$ cat config.mk
export PLATFORM = sky130hd
export DESIGN_NAME = serial_tx_flat
export DESIGN_NICKNAME = d
export VERILOG_FILES = /design/src/rtl/serial_tx_if.sv /design/src/rtl/serial_tx.sv /design/src/flat_wrapper.sv
export SDC_FILE = /design/constraint.sdc
export NUM_CORES = 1
export LEC_CHECK = 0
export BUFFER_PORTS_ARGS = -buffer_cell sky130_fd_sc_hd__buf_4
export CAP_MARGIN = 0
export CORE_MARGIN = 10
export CORE_UTILIZATION = 50
export CTS_CLUSTER_SIZE = 40
export DETAILED_ROUTE_END_ITERATION = 10
export PLACE_DENSITY = 0.75
export SETUP_SLACK_MARGIN = 0.2
export SLEW_MARGIN = 20
export SYNTH_ARGS = -nofsm -noshare
export SYNTH_HDL_FRONTEND = slang
export SYNTH_SLANG_ARGS = --single-unit
$ cat constraint.sdc
create_clock -name clk -period 3.8 [get_ports clk]
set_clock_uncertainty 0.15 [all_clocks]
set_input_delay 0 -clock clk [delete_from_list [all_inputs] [get_ports clk]]
set_output_delay 0 -clock clk [all_outputs]
set_load 0.01 [all_outputs]
$ cat src/rtl/serial_tx_if.sv
// Handshake and line signals between a word source and the serial transmitter.
// The master drives start/data; the transmitter (slave) drives the line and status.
interface serial_tx_if #(
  parameter int WIDTH = 8
);
  logic             start;
  logic [WIDTH-1:0] data;
  logic             ready;
  logic             txd;
  logic             busy;
  logic             done;

  modport master (
    output start, data,
    input  ready, txd, busy, done
  );

  modport slave (
    input  start, data,
    output ready, txd, busy, done
  );
endinterface

$ cat src/rtl/serial_tx.sv
// Serial frame transmitter: start bit (0), WIDTH data bits LSB first, stop bit (1),
// each bit held for DIV clocks. txd and done are registered from the next-state values.
module serial_tx #(
  parameter int WIDTH = 8,
  parameter int DIV   = 4
) (
  input  logic        clk,
  input  logic        reset,
  serial_tx_if.slave  bus
);

  localparam int CNT_W = (DIV > 1) ? $clog2(DIV) : 1;
  localparam int IDX_W = (WIDTH > 1) ? $clog2(WIDTH) : 1;
  localparam logic [CNT_W-1:0] CNT_MAX = CNT_W'(DIV - 1);
  localparam logic [IDX_W-1:0] IDX_MAX = IDX_W'(WIDTH - 1);

  typedef enum logic [1:0] {IDLE, START, DATA, STOP} state_t;

  state_t             state_q, state_d;
  logic [CNT_W-1:0]   bitCnt_q, bitCnt_d;
  logic [IDX_W-1:0]   bitIdx_q, bitIdx_d;
  logic [WIDTH-1:0]   shift_q, shift_d;
  logic               txd_q, txd_d;
  logic               done_q, done_d;
  logic               bitEnd;

  assign bitEnd = (bitCnt_q == CNT_MAX);

  // txd/done are derived from the next state so the registered line changes
  // in the same cycle the state does, with no combinational path to outputs.
  always_comb begin
    state_d  = state_q;
    bitCnt_d = bitCnt_q;
    bitIdx_d = bitIdx_q;
    shift_d  = shift_q;
    case (state_q)
      IDLE: begin
        if (bus.start) begin
          state_d  = START;
          shift_d  = bus.data;
          bitCnt_d = '0;
        end
      end
      START: begin
        if (bitEnd) begin
          bitCnt_d = '0;
          bitIdx_d = '0;
          state_d  = DATA;
        end else begin
          bitCnt_d = bitCnt_q + CNT_W'(1);
        end
      end
      DATA: begin
        if (bitEnd) begin
          bitCnt_d = '0;
          if (bitIdx_q == IDX_MAX) begin
            state_d = STOP;
          end else begin
            shift_d  = shift_q >> 1;
            bitIdx_d = bitIdx_q + IDX_W'(1);
          end
        end else begin
          bitCnt_d = bitCnt_q + CNT_W'(1);
        end
      end
      STOP: begin
        if (bitEnd) begin
          bitCnt_d = '0;
          state_d  = IDLE;
        end else begin
          bitCnt_d = bitCnt_q + CNT_W'(1);
        end
      end
      default: state_d = IDLE;
    endcase

    case (state_d)
      START:   txd_d = 1'b0;
      DATA:    txd_d = shift_d[0];
      default: txd_d = 1'b1;
    endcase
    done_d = (state_d == STOP) && (bitCnt_d == CNT_MAX);
  end

  always_ff @(posedge clk) begin
    if (reset) begin
      state_q  <= IDLE;
      bitCnt_q <= '0;
      bitIdx_q <= '0;
      shift_q  <= '0;
      txd_q    <= 1'b1;
      done_q   <= 1'b0;
    end else begin
      state_q  <= state_d;
      bitCnt_q <= bitCnt_d;
      bitIdx_q <= bitIdx_d;
      shift_q  <= shift_d;
      txd_q    <= txd_d;
      done_q   <= done_d;
    end
  end

  assign bus.txd   = txd_q;
  assign bus.done  = done_q;
  assign bus.ready = (state_q == IDLE);
  assign bus.busy  = (state_q != IDLE);

endmodule
$ cat src/flat_wrapper.sv
// flat-port wrapper written by rule: the top's interface ports become plain ports
module serial_tx_flat 
#(
  parameter int WIDTH = 8,
  parameter int DIV   = 4
)
  (clk, reset, bus_start, bus_data, bus_ready, bus_txd, bus_busy, bus_done);
  serial_tx_if #(.WIDTH(WIDTH)) bus_i ();
  input  logic clk;
  input  logic reset;
  input wire logic [$bits(bus_i.start)-1:0] bus_start;
  input wire logic [$bits(bus_i.data)-1:0] bus_data;
  output wire logic [$bits(bus_i.ready)-1:0] bus_ready;
  output wire logic [$bits(bus_i.txd)-1:0] bus_txd;
  output wire logic [$bits(bus_i.busy)-1:0] bus_busy;
  output wire logic [$bits(bus_i.done)-1:0] bus_done;
  assign bus_i.start = bus_start;
  assign bus_i.data = bus_data;
  assign bus_ready = bus_i.ready;
  assign bus_txd = bus_i.txd;
  assign bus_busy = bus_i.busy;
  assign bus_done = bus_i.done;
  serial_tx #(.WIDTH(WIDTH), .DIV(DIV)) u_core (.clk(clk), .reset(reset), .bus(bus_i));
endmodule
==> impl_metrics.ini, run 1 <==
[outcome]
status = completed

[die]
initial_core_util_pct = 53.57
pin_count = 15
die_h_um = 60.64
dieArea_um2 = 3677
fp.dieW_um = 60.64
rows = 14
core_um2 = 1541

[global_route]
overflow = 0
first_global_vias = 679
grt_pass1_wl_um = 3070
grt_start_max_net_pins = 18
antenna_found_initial = 0
globalRouteTotalUtil_pct = 10.86

[logic_synthesis]
syn_inst = 89
syn-num-nets = 103
avgSynthCellArea_um2 = 9.279
synth_ff_type = dfxtp_1
synth.area.mux_share_pct = 5.000
synthAdderAreaFrac_pct = 4.545
synth.top_cell.area_share_pct = 41.21
yosysTopAreaCell = dfxtp_1
ys_warn_count = 0
synth-edff-count = 0
ys_types = 31
synth_compound_area_share_pct = 19.55
yosys.area_share.simple_pct = 22.73
synth_seq_area_share_pct = 41.21
synthesis.area_um2 = 825.8
synth_top_family_by_area = simple AND/OR/NAND/NOR gates
synthArstFlopShare_pct = 0
synth-xor-area-share_pct = 1.061
ys_ff_latch = 17
synth_top_cells_by_area = dfxtp_1, a22oi_1, a21oi_1, ha_1, nand2_1

[finish]
final_common_cell = dfxtp_1
area_growth_pct = 29.55
num_antenna_cells = 0
fin_area_um2 = 1070
nets = 130
layout-drive-gt1-share_pct = 20.00
mostFrequentLayoutCells = dfxtp_1, buf_4, dlygate4sd3_1, nand2_1

[routing]
first_pass_iters = 4
avgRoutedWirePerCell_um = 13.49
wl_um = 1767
drcViolationCount = 0
vias = 715
ant_nets = 0
drt_iter0_drc = 17
routed_via_density = 5.458

[clock_tree]
cts_buffers = 3
cts-resized-gates = 0
cts.sinks = 17
clkTransAtPathRegs_ps = 100
cts_buffer_depth = 2
cts_root_buf = clkbuf_4
htree_levels = 1
worstSkewPairLatency_ps = 290
cts_tree = done

[sta]
rsz0062_at_grt = false
setup_tns_ps = 0
period_minus_slack_ps = 2327
finalSetupViolCount = 0
relSlewSlack_pct = 69.48
drv_slew = 0
hold_viol = 0
fin_crit_sh_pct = 61.24
max_freq_mhz = 429.7
tightest_slew_ps = 457.2
hold_ws_ps = 315.9

[placed_design]
dpl_cell_area_um2 = 913.4
hpwl_um = 1168
place.port_buffers = 14
gp_congestion = 0.7534

[power_and_ir_drop]
internal_power_mw = 0.2591
combPwrFrac_pct = 16.1
p_switching_mw = 0.08296
leakage_nw = 0.4477
power.share.sequential_pct = 56.4
swShare_pct = 24.26
ir_drop_mv = 0.2195
power_density_nw_per_um2 = 319.7
pwr-share-clk_pct = 27.6

[critical_path]
critPathCaptureType = flop
worstPathBufferInverterCount = 1
critPathKind = flop to flop
slowest_delay_ps = 550
crit_fanout = 10
cpMostUsedCell = ha_1
critical_path_arrival_ps = 2360
required_ps = 3840
crit_path_start_kind = flop
cp_slowest_cell = dlygate4sd3_1
crit_family = simple AND/OR/NAND/NOR gates
crit_chain = ha_1 -> ha_1 -> and4bb_2 -> nor2_4 -> a22oi_1 -> nor2_1 -> dlygate4sd3_1

[flow_run]
maxCapViolations = 0

[min_path]
hold_class = flop to flop
[sequential cells by signal, indices dropped and copies added, names as in the netlist]
name,cells
u_core.bus.done,1
u_core.bitIdx_q,3
u_core.bus.txd,1
u_core.bitCnt_q,2
u_core.shift_q,8
u_core.state_q,2
[worst reg2reg max path, cell delays in order, from the launching register on]
cell           delay [ps]
dfxtp_1               340
ha_1                  210
ha_1                  220
and4bb_2              470
nor2_4                 90
a22oi_1               160
nor2_1                 50
dlygate4sd3_1         550
[what timing repair did]
action                    in CTS  in global routing
setup buffers                  0                  0
hold endpoints to repair      16                  0
hold buffers                  13                  0
[per-layer routing]
metal  part of all wire, %  GRT usage, %  wire, µm  vias up
li1                      -             -         -      370
met1                    46         12.62       809      320
met2                    45         16.16       789       21
met3                   8.0         6.054       142        4
met4                   1.4         4.389        25        0
met5                     0             0         0        -
[power groups by stage]
stage / Clock, mW / Sequential [mW] / Combinational [mW]
after floorplan: 0 / 0.194 / 0.0307
after global placement: 0 / 0.197 / 0.0426
after detailed placement: 0 / 0.197 / 0.0436
after CTS: 0.0982 / 0.193 / 0.0544
after global routing: 0.108 / 0.194 / 0.0610
final: 0.0943 / 0.193 / 0.0550
[layout make-up]
type                       instances  area (µm²)
clock buffer                       4       26.28
timing repair buffer              27       235.2
multi-input combinational         64       436.7
sequential                        17       340.3
inverter                           3       11.26
fill                             123       471.7
tap                               16       20.02
[kinds of logic (layout without fill, tap and decap cells)]
logic type	after synthesis	count (layout)
flip-flops	17	17
buffers and inverters	8	34
AO/OA/AOI/OAI	24	24
XOR/XNOR	1	1
AND/OR/NAND/NOR	32	32
adder cells (fa/ha/maj)	3	3
multiplexers	4	4
[synthesized netlist by cell type, drive strengths merged, types with 2 or more instances]
master / instances
nand2: 10
nor3b: 2
nand3b: 2
ha: 3
dfxtp: 17
nor2: 11
a21oi: 9
buf: 4
mux2i: 3
inv: 3
nor2b: 2
a22oi: 9
[through the flow]
stage	setup WS, ps	power [mW]	cells	utilization [%]
after global routing	1281	0.3633	131	69.40
after detailed placement	2034	0.2401	114	59.25
after CTS	1472	0.3452	131	69.40
after global placement	2093	0.2394	114	59.25
after floorplan	2169	0.2244	89	-
final	1473	0.3420	131	69.40
[worst paths after layout]
kind,from,endpoint,slack [ps],depth (start not counted)
min reg2reg,u_core.shift_q[5]$_SDFFE_PP0P_,u_core.shift_q[5]$_SDFFE_PP0P_,320,2
min,u_core.shift_q[5]$_SDFFE_PP0P_,u_core.shift_q[5]$_SDFFE_PP0P_,320,2
max,u_core.bitIdx_q[0]$_SDFFE_PP0P_,u_core.shift_q[7]$_SDFFE_PP0P_,1470,7
max reg2reg,u_core.bitIdx_q[0]$_SDFFE_PP0P_,u_core.shift_q[7]$_SDFFE_PP0P_,1470,7
No activity file was read; power rests on OpenSTA's default activity.
==> run 2: changes to the inputs <==
--- a/config.mk
+++ b/config.mk
@@ -8,10 +8,10 @@
 export BUFFER_PORTS_ARGS = -buffer_cell sky130_fd_sc_hd__buf_4
 export CAP_MARGIN = 0
 export CORE_MARGIN = 10
-export CORE_UTILIZATION = 50
+export CORE_UTILIZATION = 47
 export CTS_CLUSTER_SIZE = 40
 export DETAILED_ROUTE_END_ITERATION = 10
-export PLACE_DENSITY = 0.75
+export PLACE_DENSITY = 0.74
 export SETUP_SLACK_MARGIN = 0.2
 export SLEW_MARGIN = 20
 export SYNTH_ARGS = -nofsm -noshare
==> constraint.sdc (replaced) <==
create_clock -name clk -period 2 [get_ports clk]
set_clock_uncertainty 0.15 [all_clocks]
set_input_delay 0 -clock clk [delete_from_list [all_inputs] [get_ports clk]]
set_output_delay 0 -clock clk [all_outputs]
set_load 0.01 [all_outputs]
==> impl_metrics.ini, run 2 (synthesis gave the netlist of run 1 again) <==
[clock_tree]
htree_levels = 1
worstSkewPairLatency_ps = 290
cts.sinks = 17
cts_tree = done
clkTransAtPathRegs_ps = 90
cts_root_buf = clkbuf_4
cts_buffers = 3
cts_buffer_depth = 2

[power_and_ir_drop]
leakage_nw = 0.4292
power_density_nw_per_um2 = 607.9
ir_drop_mv = 0.3237

[die]
pin_count = 15
initial_core_util_pct = 48.89
rows = 15
die_h_um = 61.92
core_um2 = 1689
fp.dieW_um = 61.92
dieArea_um2 = 3833

[routing]
wl_um = 1798
drt_iter0_drc = 17
avgRoutedWirePerCell_um = 13.94
ant_nets = 0
first_pass_iters = 4
vias = 718
drcViolationCount = 0
routed_via_density = 5.566

[sta]
drv_slew = 0
fin_crit_sh_pct = 86.56
hold_viol = 0
setup_tns_ps = 0
rsz0062_at_grt = false
hold_ws_ps = 311.2
max_freq_mhz = 577.6
finalSetupViolCount = 0
relSlewSlack_pct = 67.09
period_minus_slack_ps = 1731
tightest_slew_ps = 492.9

[critical_path]
critPathKind = flop to flop
critPathCaptureType = flop
critical_path_arrival_ps = 1770
slowest_delay_ps = 340
crit_chain = ha_1 -> ha_2 -> nand2b_4 -> mux2i_1 -> o311ai_2 -> o31a_1
cp_slowest_cell = dfxtp_2
crit_fanout = 5
crit_path_start_kind = flop
required_ps = 2040

[global_route]
grt_pass1_wl_um = 2829
first_global_vias = 621
antenna_found_initial = 0
globalRouteTotalUtil_pct = 9.876
grt_start_max_net_pins = 18
overflow = 0

[outcome]
status = completed

[flow_run]
maxCapViolations = 0

[finish]
largest_reg_flops = 8
mostFrequentLayoutCells = dfxtp_1, buf_4, nand2_1, dlygate4sd3_1
reg_top3 = u_core.shift_q x8, u_core.bitIdx_q x3
layout-drive-gt1-share_pct = 24.11
area_growth_pct = 28.79
nets = 127
regMostFlops = u_core.shift_q
num_antenna_cells = 0
final_common_cell = dfxtp_1

[placed_design]
gp_congestion = 0.8062
place.port_buffers = 14
hpwl_um = 1147

[min_path]
hold_class = flop to flop
## run 2: final timing paths
path	startpoint	end	slack [ps]	cells past startpoint
worst max-delay path	u_core.bitIdx_q[0]$_SDFFE_PP0P_	u_core.bus.txd$_SDFF_PP1_	270	6
worst min-delay path	u_core.shift_q[4]$_SDFFE_PP0P_	u_core.shift_q[4]$_SDFFE_PP0P_	310	2
worst max register to register	u_core.bitIdx_q[0]$_SDFFE_PP0P_	u_core.bus.txd$_SDFF_PP1_	270	6
worst min register to register	u_core.shift_q[4]$_SDFFE_PP0P_	u_core.shift_q[4]$_SDFFE_PP0P_	310	2
## run 2: area by class of cell
class / count / area, µm²
Fill cell: 154 / 625.6
Multi-Input combinational cell: 64 / 457.9
Sequential cell: 17 / 341.6
Timing Repair Buffer: 24 / 205.2
Clock buffer: 4 / 26.28
Tap cell: 17 / 21.27
Inverter: 3 / 11.26
## run 2: worst max-delay path, delay by kind of cell, from the launching register on
| family | cells | cell delay [ps] |
|---|---|---|
| AOI/OAI and AO/OA | 2 | 410 |
| adders and majority gates | 2 | 380 |
| DFF | 1 | 340 |
| and+or+nand+nor | 1 | 150 |
| muxes | 1 | 200 |
## run 2: repair_timing
item	CTS	global route
hold endpoints to repair	16	0
endpoints found under the setup margin	0	5
setup buffers	0	0
gates resized for setup	0	5
hold buffers	10	0
## run 2: report_power, final
group          switching [mW]  total (mW)  internal (mW)
Sequential             0.0128       0.366          0.353
Clock                   0.101       0.178         0.0775
Combinational          0.0440       0.102         0.0580
## run 2: through the flow
| step | setup slack [ps] | cell area, µm² | util, % | instances | power (mW) |
|---|---|---|---|---|---|
| after floorplan | 369.2 | 825.8 | - | 89 | 0.4263 |
| after global placement | 279.3 | 914.6 | 54.15 | 115 | 0.4550 |
| after detailed placement | 258.2 | 914.6 | 54.15 | 115 | 0.4564 |
| after CTS | 240.5 | 1041 | 61.63 | 129 | 0.6550 |
| after global routing | 159.5 | 1064 | 62.96 | 129 | 0.6827 |
| final | 268.8 | 1064 | 62.96 | 129 | 0.6465 |
## run 2: routing by layer
layer / vias up / global-route usage [%] / wire length, µm
met5: - / 0 / 0
met4: 0 / 2.866 / 9
met3: 2 / 5.081 / 118
met2: 16 / 15.96 / 943
met1: 332 / 11.09 / 727
li1: 368 / - / -
